$ cat src/rtl/sram_arb_pkg.sv
`timescale 1ns/1ps
`default_nettype none
// ============================================================================
// Module   : sram_arb_pkg
// Purpose  : Shared types and default widths for the SRAM port arbiter.
// Revision : 1.0 - initial release
// ============================================================================
package sram_arb_pkg;
  localparam int c_ADDR_W        = 20;
  localparam int c_DATA_W        = 16;
  localparam int c_ACCESS_CYCLES = 2;
  localparam int c_HOST_MAX_WAIT = 8;
  localparam int c_CNT_W         = 4;
  localparam int c_WAIT_W        = 8;

  typedef enum logic [1:0] {
    IDLE   = 2'd0,
    STROBE = 2'd1,
    TURN   = 2'd2
  } state_e;

  typedef enum logic [1:0] {
    REQ_DISP = 2'd0,
    REQ_VID  = 2'd1,
    REQ_HOST = 2'd2
  } req_id_e;
endpackage
`default_nettype wire

$ cat src/rtl/sram_arb_prio.sv
`timescale 1ns/1ps
`default_nettype none
// ============================================================================
// Module   : sram_arb_prio
// Purpose  : Combinational winner select: starved host first, else disp > vid > host.
// Revision : 1.0 - initial release
// ============================================================================
module sram_arb_prio
  import sram_arb_pkg::*;
#(
  parameter int HOST_MAX_WAIT = c_HOST_MAX_WAIT
) (
  input  logic                i_disp_req,
  input  logic                i_vid_req,
  input  logic                i_host_req,
  input  logic [c_WAIT_W-1:0] i_host_wait,
  output logic                o_any,
  output req_id_e             o_win
);
  always_comb begin
    o_any = i_disp_req | i_vid_req | i_host_req;
    o_win = REQ_HOST;
    if (i_host_req && (i_host_wait == c_WAIT_W'(HOST_MAX_WAIT))) begin
      o_win = REQ_HOST;
    end else if (i_disp_req) begin
      o_win = REQ_DISP;
    end else if (i_vid_req) begin
      o_win = REQ_VID;
    end
  end
endmodule
`default_nettype wire

$ cat src/rtl/sram_port_arbiter.sv
`timescale 1ns/1ps
`default_nettype none
// ============================================================================
// Module   : sram_port_arbiter
// Purpose  : Three-way arbiter and strobe sequencer for the async 16-bit SRAM.
//            Optional grant counters enabled by defining SRAM_ARB_STATS_EN.
// Revision : 1.0 - initial release
// ============================================================================
module sram_port_arbiter
  import sram_arb_pkg::*;
#(
  parameter int ADDR_W        = c_ADDR_W,
  parameter int DATA_W        = c_DATA_W,
  parameter int ACCESS_CYCLES = c_ACCESS_CYCLES,
  parameter int HOST_MAX_WAIT = c_HOST_MAX_WAIT
) (
  input  logic              clk,
  input  logic              reset,
  input  logic              disp_req,
  input  logic [ADDR_W-1:0] disp_addr,
  output logic              disp_ack,
  output logic [DATA_W-1:0] disp_rdata,
  input  logic              vid_req,
  input  logic [ADDR_W-1:0] vid_addr,
  input  logic [DATA_W-1:0] vid_wdata,
  input  logic [1:0]        vid_be,
  output logic              vid_ack,
  input  logic              host_req,
  input  logic              host_we,
  input  logic [ADDR_W-1:0] host_addr,
  input  logic [DATA_W-1:0] host_wdata,
  input  logic [1:0]        host_be,
  output logic              host_ack,
  output logic [DATA_W-1:0] host_rdata,
  output logic [ADDR_W-1:0] sram_addr,
  output logic [DATA_W-1:0] sram_dq_o,
  output logic              sram_dq_oe,
  input  logic [DATA_W-1:0] sram_dq_i,
  output logic              sram_ce_n,
  output logic              sram_oe_n,
  output logic              sram_we_n,
  output logic              sram_lb_n,
  output logic              sram_ub_n
`ifdef SRAM_ARB_STATS_EN
  ,
  input  logic              stat_clr,
  output logic [15:0]       stat_disp,
  output logic [15:0]       stat_vid,
  output logic [15:0]       stat_host
`endif
);
  state_e              r_state, w_state_nxt;
  logic [c_CNT_W-1:0]  r_cnt, w_cnt_nxt;
  req_id_e             r_id, w_id_nxt;
  logic                r_we, w_we_nxt;
  logic [1:0]          r_be, w_be_nxt;
  logic [c_WAIT_W-1:0] r_host_wait, w_host_wait_nxt;
  logic [ADDR_W-1:0]   r_addr, w_addr_nxt;
  logic [DATA_W-1:0]   r_dq_o, w_dq_o_nxt;
  logic                r_dq_oe, w_dq_oe_nxt;
  logic                r_ce_n, r_oe_n, r_we_n, r_lb_n, r_ub_n;
  logic                w_ce_n, w_oe_n, w_we_n, w_lb_n, w_ub_n;
  logic                r_disp_ack, r_vid_ack, r_host_ack;
  logic                w_disp_ack, w_vid_ack, w_host_ack;
  logic [DATA_W-1:0]   r_disp_rdata, r_host_rdata, w_disp_rdata, w_host_rdata;
  logic                w_any;
  req_id_e             w_win;

  sram_arb_prio #(.HOST_MAX_WAIT(HOST_MAX_WAIT)) u_prio (
    .i_disp_req  (disp_req),
    .i_vid_req   (vid_req),
    .i_host_req  (host_req),
    .i_host_wait (r_host_wait),
    .o_any       (w_any),
    .o_win       (w_win)
  );

  always_comb begin
    w_state_nxt  = r_state;
    w_cnt_nxt    = r_cnt;
    w_id_nxt     = r_id;
    w_we_nxt     = r_we;
    w_be_nxt     = r_be;
    w_addr_nxt   = r_addr;
    w_dq_o_nxt   = r_dq_o;
    w_dq_oe_nxt  = 1'b0;
    w_ce_n       = 1'b1;
    w_oe_n       = 1'b1;
    w_we_n       = 1'b1;
    w_lb_n       = 1'b1;
    w_ub_n       = 1'b1;
    w_disp_ack   = 1'b0;
    w_vid_ack    = 1'b0;
    w_host_ack   = 1'b0;
    w_disp_rdata = r_disp_rdata;
    w_host_rdata = r_host_rdata;
    unique case (r_state)
      IDLE: begin
        if (w_any) begin
          w_id_nxt = w_win;
          unique case (w_win)
            REQ_DISP: begin
              w_addr_nxt = disp_addr;
              w_we_nxt   = 1'b0;
              w_be_nxt   = 2'b11;
            end
            REQ_VID: begin
              w_addr_nxt = vid_addr;
              w_dq_o_nxt = vid_wdata;
              w_we_nxt   = 1'b1;
              w_be_nxt   = vid_be;
            end
            default: begin
              w_addr_nxt = host_addr;
              w_dq_o_nxt = host_wdata;
              w_we_nxt   = host_we;
              w_be_nxt   = host_we ? host_be : 2'b11;
            end
          endcase
          w_ce_n      = 1'b0;
          w_oe_n      = w_we_nxt;
          w_we_n      = ~w_we_nxt;
          w_lb_n      = ~w_be_nxt[0];
          w_ub_n      = ~w_be_nxt[1];
          w_dq_oe_nxt = w_we_nxt;
          w_cnt_nxt   = c_CNT_W'(ACCESS_CYCLES - 1);
          w_state_nxt = STROBE;
        end
      end
      STROBE: begin
        // Write data keeps driving through TURN for SRAM hold time.
        w_dq_oe_nxt = r_we;
        if (r_cnt == '0) begin
          w_state_nxt = TURN;
          w_disp_ack  = (r_id == REQ_DISP);
          w_vid_ack   = (r_id == REQ_VID);
          w_host_ack  = (r_id == REQ_HOST);
          if (!r_we && r_id == REQ_DISP) w_disp_rdata = sram_dq_i;
          if (!r_we && r_id == REQ_HOST) w_host_rdata = sram_dq_i;
        end else begin
          w_cnt_nxt = r_cnt - 1'b1;
          w_ce_n    = 1'b0;
          w_oe_n    = r_we;
          w_we_n    = ~r_we;
          w_lb_n    = ~r_be[0];
          w_ub_n    = ~r_be[1];
        end
      end
      TURN: begin
        w_state_nxt = IDLE;
      end
      default: begin
        w_state_nxt = IDLE;
      end
    endcase
  end

  always_comb begin
    w_host_wait_nxt = r_host_wait;
    if (!host_req) begin
      w_host_wait_nxt = '0;
    end else if (r_state == IDLE && w_any) begin
      if (w_win == REQ_HOST) begin
        w_host_wait_nxt = '0;
      end else if (r_host_wait != c_WAIT_W'(HOST_MAX_WAIT)) begin
        w_host_wait_nxt = r_host_wait + 1'b1;
      end
    end
  end

  always_ff @(posedge clk) begin
    if (reset) begin
      r_state      <= IDLE;
      r_cnt        <= '0;
      r_id         <= REQ_DISP;
      r_we         <= 1'b0;
      r_be         <= 2'b11;
      r_host_wait  <= '0;
      r_addr       <= '0;
      r_dq_o       <= '0;
      r_dq_oe      <= 1'b0;
      r_ce_n       <= 1'b1;
      r_oe_n       <= 1'b1;
      r_we_n       <= 1'b1;
      r_lb_n       <= 1'b1;
      r_ub_n       <= 1'b1;
      r_disp_ack   <= 1'b0;
      r_vid_ack    <= 1'b0;
      r_host_ack   <= 1'b0;
      r_disp_rdata <= '0;
      r_host_rdata <= '0;
    end else begin
      r_state      <= w_state_nxt;
      r_cnt        <= w_cnt_nxt;
      r_id         <= w_id_nxt;
      r_we         <= w_we_nxt;
      r_be         <= w_be_nxt;
      r_host_wait  <= w_host_wait_nxt;
      r_addr       <= w_addr_nxt;
      r_dq_o       <= w_dq_o_nxt;
      r_dq_oe      <= w_dq_oe_nxt;
      r_ce_n       <= w_ce_n;
      r_oe_n       <= w_oe_n;
      r_we_n       <= w_we_n;
      r_lb_n       <= w_lb_n;
      r_ub_n       <= w_ub_n;
      r_disp_ack   <= w_disp_ack;
      r_vid_ack    <= w_vid_ack;
      r_host_ack   <= w_host_ack;
      r_disp_rdata <= w_disp_rdata;
      r_host_rdata <= w_host_rdata;
    end
  end

`ifdef SRAM_ARB_STATS_EN
  logic [15:0] r_stat_disp, r_stat_vid, r_stat_host;

  // Counters follow the registered acks; clear has priority over a same-cycle ack.
  always_ff @(posedge clk) begin
    if (reset || stat_clr) begin
      r_stat_disp <= '0;
      r_stat_vid  <= '0;
      r_stat_host <= '0;
    end else begin
      if (r_disp_ack && r_stat_disp != 16'hFFFF) r_stat_disp <= r_stat_disp + 1'b1;
      if (r_vid_ack  && r_stat_vid  != 16'hFFFF) r_stat_vid  <= r_stat_vid  + 1'b1;
      if (r_host_ack && r_stat_host != 16'hFFFF) r_stat_host <= r_stat_host + 1'b1;
    end
  end

  assign stat_disp = r_stat_disp;
  assign stat_vid  = r_stat_vid;
  assign stat_host = r_stat_host;
`endif

  assign sram_addr  = r_addr;
  assign sram_dq_o  = r_dq_o;
  assign sram_dq_oe = r_dq_oe;
  assign sram_ce_n  = r_ce_n;
  assign sram_oe_n  = r_oe_n;
  assign sram_we_n  = r_we_n;
  assign sram_lb_n  = r_lb_n;
  assign sram_ub_n  = r_ub_n;
  assign disp_ack   = r_disp_ack;
  assign vid_ack    = r_vid_ack;
  assign host_ack   = r_host_ack;
  assign disp_rdata = r_disp_rdata;
  assign host_rdata = r_host_rdata;
endmodule
`default_nettype wire

$ cat config.mk
export PLATFORM = sky130hd
export DESIGN_NAME = sram_port_arbiter
export DESIGN_NICKNAME = d
export VERILOG_FILES = /design/src/rtl/sram_arb_pkg.sv /design/src/rtl/sram_arb_prio.sv /design/src/rtl/sram_port_arbiter.sv
export SDC_FILE = /design/constraint.sdc
export NUM_CORES = 1
export LEC_CHECK = 0
export CORE_MARGIN = 2
export CORE_UTILIZATION = 45
export CTS_CLUSTER_SIZE = 30
export DETAILED_ROUTE_END_ITERATION = 10
export GPL_TIMING_DRIVEN = 0
export PLACE_DENSITY = 0.86
export SLEW_MARGIN = 5
export SYNTH_ARGS = -nofsm -noshare
export SYNTH_HDL_FRONTEND = slang
export SYNTH_HIERARCHICAL = 1
export SYNTH_SLANG_ARGS = --single-unit
$ cat constraint.sdc
create_clock -name clk -period 3.8 [get_ports clk]
set_input_delay 0.38 -clock clk [delete_from_list [all_inputs] [get_ports clk]]
set_output_delay 0.38 -clock clk [all_outputs]
set_load 0.03 [all_outputs]
# Word-level counts from Yosys, hierarchy flattened
# Cells that the tools add are included.
# word_totals
regBits	96
out_inout_bits	77
# classes
addsub	2
n_eq_ne	10
n_mux	37
n_bitwise	12
reduce_logical	20
# ops
op	count
$pmux 20 s2	1
$pmux 16 s2	1
$mux 2	8
$mux 8	2
$pmux 1 s2	7
$mux 1	13
$reduce_and 3->1	4
$not 1->1	10
$add 8x1->8 const B	1
$eq 8x4->1 const B	1
$mux 4	2
$ne 8x4->1 const B	1
$pmux 2 s2	2
$pmux 4 s2	1
$eq 2x1->1 const B	3
$logic_not 2->1	3
$ne 2x2->1 const B	3
$reduce_and 2->1	3
$eq 2x2->1 const B	2
$logic_and 1x1->1	4
$logic_not 4->1	1
$reduce_bool 2->1	2
$sub 4x1->4 const B	1
$reduce_or 3->1	1
3 further kinds	4

# Depth between registers and ports, before layout
# Gate-level depths: netlist (run 1).
# logic_depth
word_depth	10
depth_mapped	8
ltp_nobuf	6

# By module
# Netlist (run 1), hierarchy kept.
# modules_own_cells
module	instances	cells_each	area_each_um2	seq_area_each_um2
sram_port_arbiter	1	492	4200.3	1921.8
sram_arb_prio	1	8	66.3	0.0

# Worst setup path before layout (run 1)
# No wires, ideal clock.
# synth_path
path_type	register -> register
startpoint	register r_host_wait[6]
endpoint	register r_lb_n (netlist: sram_lb_n)
arrival_ps	1817
t_required_ps	3686
slack_ps	1869
stages_incl_launch_ff	9
cell_sequence	dfxtp_1 > nor4b_4 > a31o_1 > buf_2 > nand2b_1 > buf_2 > buf_4 > o221ai_1 > a21o_1
# synth_between
elab_chain_cells	10
word_cells_on_any_way	11
classes_between	eq/ne: 2; mux: 6; bitwise: 1; reduce/logical: 2
# synth_rtl
item	line	rtl
start: declaration	sram_port_arbiter.sv:57	logic [c_WAIT_W-1:0] r_host_wait, w_host_wait_nxt;
start signal: assignment	sram_port_arbiter.sv:198	r_host_wait <= w_host_wait_nxt;
$eq 8x4->1 *	sram_arb_prio.sv:23	if (i_host_req && (i_host_wait == c_WAIT_W'(HOST_MAX_WAIT))) begin
$logic_and 1x1->1 *	sram_arb_prio.sv:23	
$mux 2 *	sram_arb_prio.sv:23	
net w_win[1]	sram_port_arbiter.sv:67	req_id_e w_win;
$eq 2x1->1 or $logic_not 2->1 (tied branches)	sram_port_arbiter.sv:101	unique case (w_win)
$pmux 2 s2 *	sram_port_arbiter.sv:101	
$mux 2 *	sram_port_arbiter.sv:99	if (w_any) begin
$mux 2 *	sram_port_arbiter.sv:97	unique case (r_state)
$not 1->1 *	sram_port_arbiter.sv:123	w_lb_n = ~w_be_nxt[0];
$mux 1 *	sram_port_arbiter.sv:99	
$pmux 1 s2 *	sram_port_arbiter.sv:97	
end signal: assignment	sram_port_arbiter.sv:205	r_lb_n <= w_lb_n;
end: declaration	sram_port_arbiter.sv:61	logic r_ce_n, r_oe_n, r_we_n, r_lb_n, r_ub_n;
# Mark *: on every way through the listed nets, which the timed path passes. The rest lies on a longest branch. The select of a mux whose other input is x is not followed.
# A chain may end at the register's enable or synchronous reset.

# Worst setup path after layout (run 1)
# layout_path
startpoint	register r_host_wait[3]
endpoint	register r_lb_n (netlist: sram_lb_n)
# The elaborated chain is that of the path after synthesis.

==> results of run 1 <==
## sequential cells by signal, indices dropped and copies added, names as in the netlist, 2 cells and up
register and flops:
r_be 2, r_state 2, sram_dq_o 16, r_cnt 4, sram_addr 20, disp_rdata 16, r_id 2, host_rdata 16
r_host_wait 8
## cell type report
class | instances | share of cell area, %
Buffer | 33 | 2.420
Clock buffer | 9 | 1.887
Clock inverter | 7 | 1.086
Inverter | 7 | 0.4002
Multi-Input combinational cell | 364 | 32.89
Sequential cell | 96 | 29.27
Tap cell | 129 | 2.459
Timing Repair Buffer | 194 | 29.58
## kinds of logic after synthesis
family / synth area share, %
compound gates: 14.28
simple gates: 22.17
buf+inv: 4.340
fa+ha+maj: 0.8799
mux: 12.46
xor+xnor: 0.8213
flops: 45.04
## path summary, 6_finish.rpt
path / startpoint / to / slack, ps / cells after the start
worst max-delay path: r_host_wait[3] / sram_lb_n / 1370 / 8
worst min register to register: sram_addr[11] / sram_addr[11] / 460 / 2
worst min-delay path: sram_addr[11] / sram_addr[11] / 460 / 2
worst max register to register: r_host_wait[3] / sram_lb_n / 1370 / 8
## metrics by stage
step	hold slack [ps]	cell area, µm²	total power (W)	util (%)	setup slack [ps]
2_1_floorplan	427.4	4267	0.001598	-	1869
3_3_place_gp	438.6	6370	0.001936	68.94	1121
3_5_place_dp	448.3	6370	0.001960	68.94	1069
4_1_cts	459.7	6565	0.002608	71.05	1419
5_1_grt	482.5	6565	0.002711	71.05	1220
6_report	460.1	6565	0.002604	71.05	1371
## routing by layer
| layer | vias up | GRT usage, % | share of wire (%) |
|---|---|---|---|
| met3 | 27 | 6.832 | 7.6 |
| li1 | 2132 | - | - |
| met1 | 2033 | 26.22 | 39 |
| met4 | 0 | 9.979 | 2.6 |
| met5 | - | 0 | 0 |
| met2 | 194 | 45.08 | 50 |
## layout by cell type, fill, tap and decap left out, types with 2 or more instances in the layout
| cell type | Yosys | layout |
|---|---|---|
| buf_4 | 2 | 2 |
| or3_1 | 3 | 3 |
| buf_6 | 2 | 2 |
| buf_2 | 10 | 10 |
| clkbuf_8 | 0 | 9 |
| clkbuf_1 | 19 | 19 |
| clkdlybuf4s50_1 | 0 | 194 |
| ha_1 | 3 | 3 |
| xnor2_1 | 2 | 2 |
| a211oi_1 | 17 | 17 |
| inv_1 | 7 | 7 |
| a21oi_1 | 48 | 48 |
| nor3b_1 | 7 | 7 |
| nor3b_2 | 2 | 2 |
| xor2_1 | 2 | 2 |
| nor2_1 | 46 | 46 |
| nand2_1 | 108 | 108 |
| o21ai_0 | 25 | 25 |
| dfxtp_1 | 96 | 96 |
| nand3_1 | 6 | 6 |
| a21o_1 | 3 | 3 |
| nor2b_1 | 2 | 2 |
| nor3_1 | 6 | 6 |
| mux2i_1 | 52 | 52 |
| clkinv_4 | 0 | 2 |
| nand2b_1 | 5 | 5 |
| inv_8 | 0 | 4 |
## cells in the mapped netlist (3+ instances only)
cell type	number	area share [%]
inv_1	7	0.62
clkbuf_1	19	1.7
nand3_1	6	0.70
nor3_1	6	0.70
a21o_1	3	0.53
nand2b_1	5	0.73
buf_2	10	1.2
mux2i_1	52	12
a21oi_1	48	5.6
dfxtp_1	96	45
a211oi_1	17	3.0
or3_1	3	0.44
nand2_1	108	9.5
ha_1	3	0.88
nor3b_1	7	1.2
nor2_1	46	4.0
o21ai_0	25	2.9
## power groups by stage
stage	registers [W]	logic (W)	clock network (W)
6_report	0.00114	0.000796	0.000663
5_1_grt	0.00115	0.000853	0.000704
4_1_cts	0.00114	0.000796	0.000668
3_3_place_gp	0.00116	0.000776	0
2_1_floorplan	0.00130	0.000297	0
3_5_place_dp	0.00117	0.000793	0
## critical path, cell delays in order (launching register included)
cell and delay [ps]:
dfxtp_1 440, nor3b_1 310, a31o_1 190, buf_2 220, nand2b_1 130, buf_2 270, buf_4 280, o221ai_1 230
a21o_1 260
==> results.py, run 1 <==
metrics = {
    "run_status": {
        "status": "completed",
    },
    "clock_tree": {
        "postCtsHoldBufs": 0,
        "h-tree-depth": 3,
        "clock-sinks": 96,
        "clock_latency_ps": 370,
        "cts_root_buf": "clkbuf_8",
        "cts_buffers": 9,
        "clockBufferDepth": 2,
        "clkTransAtPathRegs_ps": 110,
        "cts_tree": "done",
        "post_cts_buffers": 0,
        "cts_resized": 0,
    },
    "drt": {
        "drtPass1Iterations": 5,
        "num_vias": 4386,
        "drc": 0,
        "via_per_inst": 5.228,
        "wirelength_um": 12640,
        "routedWlPerCell_um": 15.07,
        "drtAntennaViolNets": 0,
        "first_iter_violations": 186,
    },
    "placement": {
        "dp.cells": 823,
        "port_buffers": 194,
        "dp_hpwl_um": 10120,
        "finalWeightedCongestion": 0.8840,
    },
    "power_and_ir_drop": {
        "p_per_area_nw_per_um2": 396.6,
        "power.share.combinational_pct": 30.6,
        "p_sw_w": 0.0008834,
        "sequentialPowerShare_pct": 43.9,
        "p_int_w": 0.001720,
        "ir_drop_mv": 0.2482,
        "switching_share_pct": 33.93,
        "p_clk_share_pct": 25.5,
        "power_leakage_nw": 2.551,
    },
    "finish": {
        "nets": 826,
        "multi_input_area_um2": 2160,
        "register_area_um2": 1922,
        "area_growth_pct": 53.87,
        "antenna_cells": 0,
        "layoutNonFillerInstCount": 839,
        "fillers": 715,
        "drive_gt1_share_pct": 6.338,
    },
    "timing": {
        "final.setup.tns_ps": 0,
        "period_share_pct": 63.93,
        "tightest_slew_ps": 639.8,
        "hold_violations": 0,
        "clock.fmax_ghz": 0.4117,
        "slew_violations": 0,
        "worst_clock_skew_ps": 10.79,
        "fin_crit_ps": 2429,
        "slew_headroom_pct": 57.26,
        "rsz0062_at_grt": "false",
        "finalSetupViolations": 0,
    },
    "synth": {
        "synth_nets": 621,
        "synth-seq-cells": 96,
        "ys.flop_type": "dfxtp_1",
        "synth_enable_flop_cells": 0,
        "async_flop_share_pct": 0,
        "ys_seq_area_share_pct": 45.04,
        "synth.distinct_cells": 50,
        "synth_cells": 500,
        "synth_warnings": 6,
        "avgSynthCellArea_um2": 8.533,
        "synth_area_um2": 4267,
    },
    "job": {
        "max_cap_viol_count": 0,
    },
    "global_route": {
        "groute.usage.overall_pct": 24.47,
        "grt_pass1_vias": 4320,
        "grt_max_degree": 20,
        "antenna_found_initial": 0,
        "grt.overflow.total": 0,
        "grt_pass1_wl_um": 20000,
    },
    "critical_path": {
        "cp.required_ps": 4060,
        "critPathKind": "reg2reg",
        "crit_fanout": 10,
        "cp.arrival_ps": 2690,
        "critPathLaunchType": "flip-flop",
        "end_kind": "flip-flop",
    },
    "die": {
        "die_w_um": 101.4,
        "core_area_um2": 9240,
        "num_rows": 35,
        "start_util_pct": 46.17,
        "die_height_um": 101.4,
        "pin_count": 195,
        "dieArea_um2": 10280,
    },
    "worst_hold_path": {
        "timing.hold.worst.class": "reg2reg",
    },
}
No activity file was read; power rests on OpenSTA's default activity.
==> run 2: changes to the inputs <==
--- a/config.mk
+++ b/config.mk
@@ -6,11 +6,11 @@
 export NUM_CORES = 1
 export LEC_CHECK = 0
 export CORE_MARGIN = 2
-export CORE_UTILIZATION = 45
+export CORE_UTILIZATION = 38
 export CTS_CLUSTER_SIZE = 30
 export DETAILED_ROUTE_END_ITERATION = 10
 export GPL_TIMING_DRIVEN = 0
-export PLACE_DENSITY = 0.86
+export PLACE_DENSITY = 0.77
 export SLEW_MARGIN = 5
 export SYNTH_ARGS = -nofsm -noshare
 export SYNTH_HDL_FRONTEND = slang
==> constraint.sdc (replaced) <==
create_clock -name clk -period 2 [get_ports clk]
set_input_delay 0.2 -clock clk [delete_from_list [all_inputs] [get_ports clk]]
set_output_delay 0.2 -clock clk [all_outputs]
set_load 0.03 [all_outputs]
==> results.py, run 2 (synthesis gave the netlist of run 1 again) <==
metrics = {
    "run_status": {
        "status": "completed",
    },
    "die": {
        "core_area_um2": 10890,
        "start_util_pct": 39.19,
        "die_w_um": 110.0,
        "num_rows": 38,
        "dieArea_um2": 12090,
        "pin_count": 195,
        "die_height_um": 110.0,
    },
    "timing": {
        "fin_crit_ps": 1872,
        "hold_violations": 0,
        "slew_violations": 0,
        "slew_headroom_pct": 62.02,
        "finalSetupViolations": 0,
        "clock.fmax_ghz": 0.5341,
        "worst_clock_skew_ps": 10.59,
        "tightest_slew_ps": 569.7,
        "whs_ps": 421.7,
        "period_share_pct": 93.61,
    },
    "drt": {
        "first_iter_violations": 147,
        "wirelength_um": 12710,
        "drtPass1Iterations": 5,
        "num_vias": 4263,
        "routedWlPerCell_um": 14.91,
        "drtAntennaViolNets": 0,
        "drc": 0,
        "via_per_inst": 5.004,
    },
    "critical_path": {
        "slowest_stage": "dfxtp_2",
        "cp.required_ps": 2260,
        "cpMostUsedCell": "buf_6",
        "cp.arrival_ps": 2130,
        "end_kind": "flip-flop",
        "critPathTopFamily": "compound AO/OA/AOI/OAI gates",
        "critPathKind": "reg2reg",
        "crit_fanout": 10,
        "crit_path_max_incr_delay_ps": 370,
        "path_cells": "nor4b_4 > a31o_1 > buf_6 > nand2b_1 > buf_6 > buf_12 > o221ai_1 > a21o_1",
        "critPathLaunchType": "flip-flop",
        "timing.critical_path.buf_inv": 3,
    },
    "power_and_ir_drop": {
        "power_leakage_nw": 2.610,
        "p_total_w": 0.004955,
        "ir_drop_mv": 0.3450,
        "p_per_area_nw_per_um2": 740.7,
    },
    "finish": {
        "drive_gt1_share_pct": 8.567,
        "antenna_cells": 0,
        "layout_common_cells": "clkdlybuf4s50_1 (194), nand2_1 (108), dfxtp_1 (90)",
        "fillers": 982,
        "nets": 829,
        "area_growth_pct": 56.77,
        "layout_commonest_cell": "clkdlybuf4s50_1",
        "largest_reg_flops": 20,
    },
    "clock_tree": {
        "cts_root_buf": "clkbuf_8",
        "h-tree-depth": 3,
        "clkTransAtPathRegs_ps": 90,
        "postCtsHoldBufs": 0,
        "clock-sinks": 96,
        "clockBufferDepth": 2,
        "cts_buffers": 9,
        "clock_latency_ps": 370,
        "cts_tree": "done",
    },
    "global_route": {
        "grt_pass1_wl_um": 19350,
        "antenna_found_initial": 0,
        "grt.overflow.total": 0,
        "grt_pass1_vias": 4098,
        "groute.usage.overall_pct": 20.77,
        "grt_max_degree": 16,
    },
    "job": {
        "max_cap_viol_count": 0,
    },
    "worst_hold_path": {
        "timing.hold.worst.class": "in2reg",
    },
    "placement": {
        "dp_hpwl_um": 9995,
        "port_buffers": 194,
        "finalWeightedCongestion": 0.8881,
    },
}
run 2: where the power goes:
part           leakage, nW  internal (W)  switching [W]
clock               0.0965      0.000575       0.000678
combinational         1.73      0.000724       0.000809
sequential           0.788       0.00207      0.0000959
run 2: what timing repair did:
action | CTS | global route
setup endpoints to repair | 46 | 60
gates resized for setup | 13 | 23
pin swaps | 0 | 1
buffers inserted | 0 | 3
run 2: final cells by class:
type / count / area (µm²) / share of cell area (%)
inverter: 7 / 26.28 / 0.3928
multi-input combinational: 364 / 2187 / 32.70
sequential: 96 / 1929 / 28.84
tap: 140 / 175.2 / 2.619
clock buffer: 10 / 127.6 / 1.908
buffer: 33 / 209.0 / 3.124
clock inverter: 5 / 57.56 / 0.8605
timing repair buffer: 197 / 1977 / 29.55
run 2: per-stage QoR:
step	utilization [%]	std cells	setup TNS [ps]	cell area [µm²]	setup WS, ps
after global placement	58.63	834	-19460	6384	-539.3
final	61.43	852	0	6689	127.8
after detailed placement	58.63	834	-20890	6384	-574.8
after global routing	61.43	852	-5.151	6689	-5.151
after floorplan	-	500	0	4267	69.37
after CTS	60.68	849	0	6606	10.02
run 2: worst paths after layout:
path	end	start	slack [ps]	depth (start not counted)
min	host_rdata[0]	sram_dq_i[0]	420	3
max reg2reg	sram_lb_n	r_host_wait[6]	130	8
max	sram_lb_n	r_host_wait[6]	130	8
min reg2reg	sram_addr[4]	sram_addr[4]	460	2
run 2: layer usage:
metal / vias up / track usage, % / wire length, µm
li1: 2129 / - / -
met1: 1949 / 23.58 / 5045
met2: 166 / 36.59 / 6349
met3: 19 / 6.935 / 1105
met4: 0 / 6.510 / 205
met5: - / 0 / 0
run 2: worst register-to-register path: stages (launching register included):
cell	delay (ps)
dfxtp_2	370
nor4b_4	290
a31o_1	200
buf_6	150
nand2b_1	130
buf_6	130
buf_12	140
o221ai_1	150
a21o_1	200
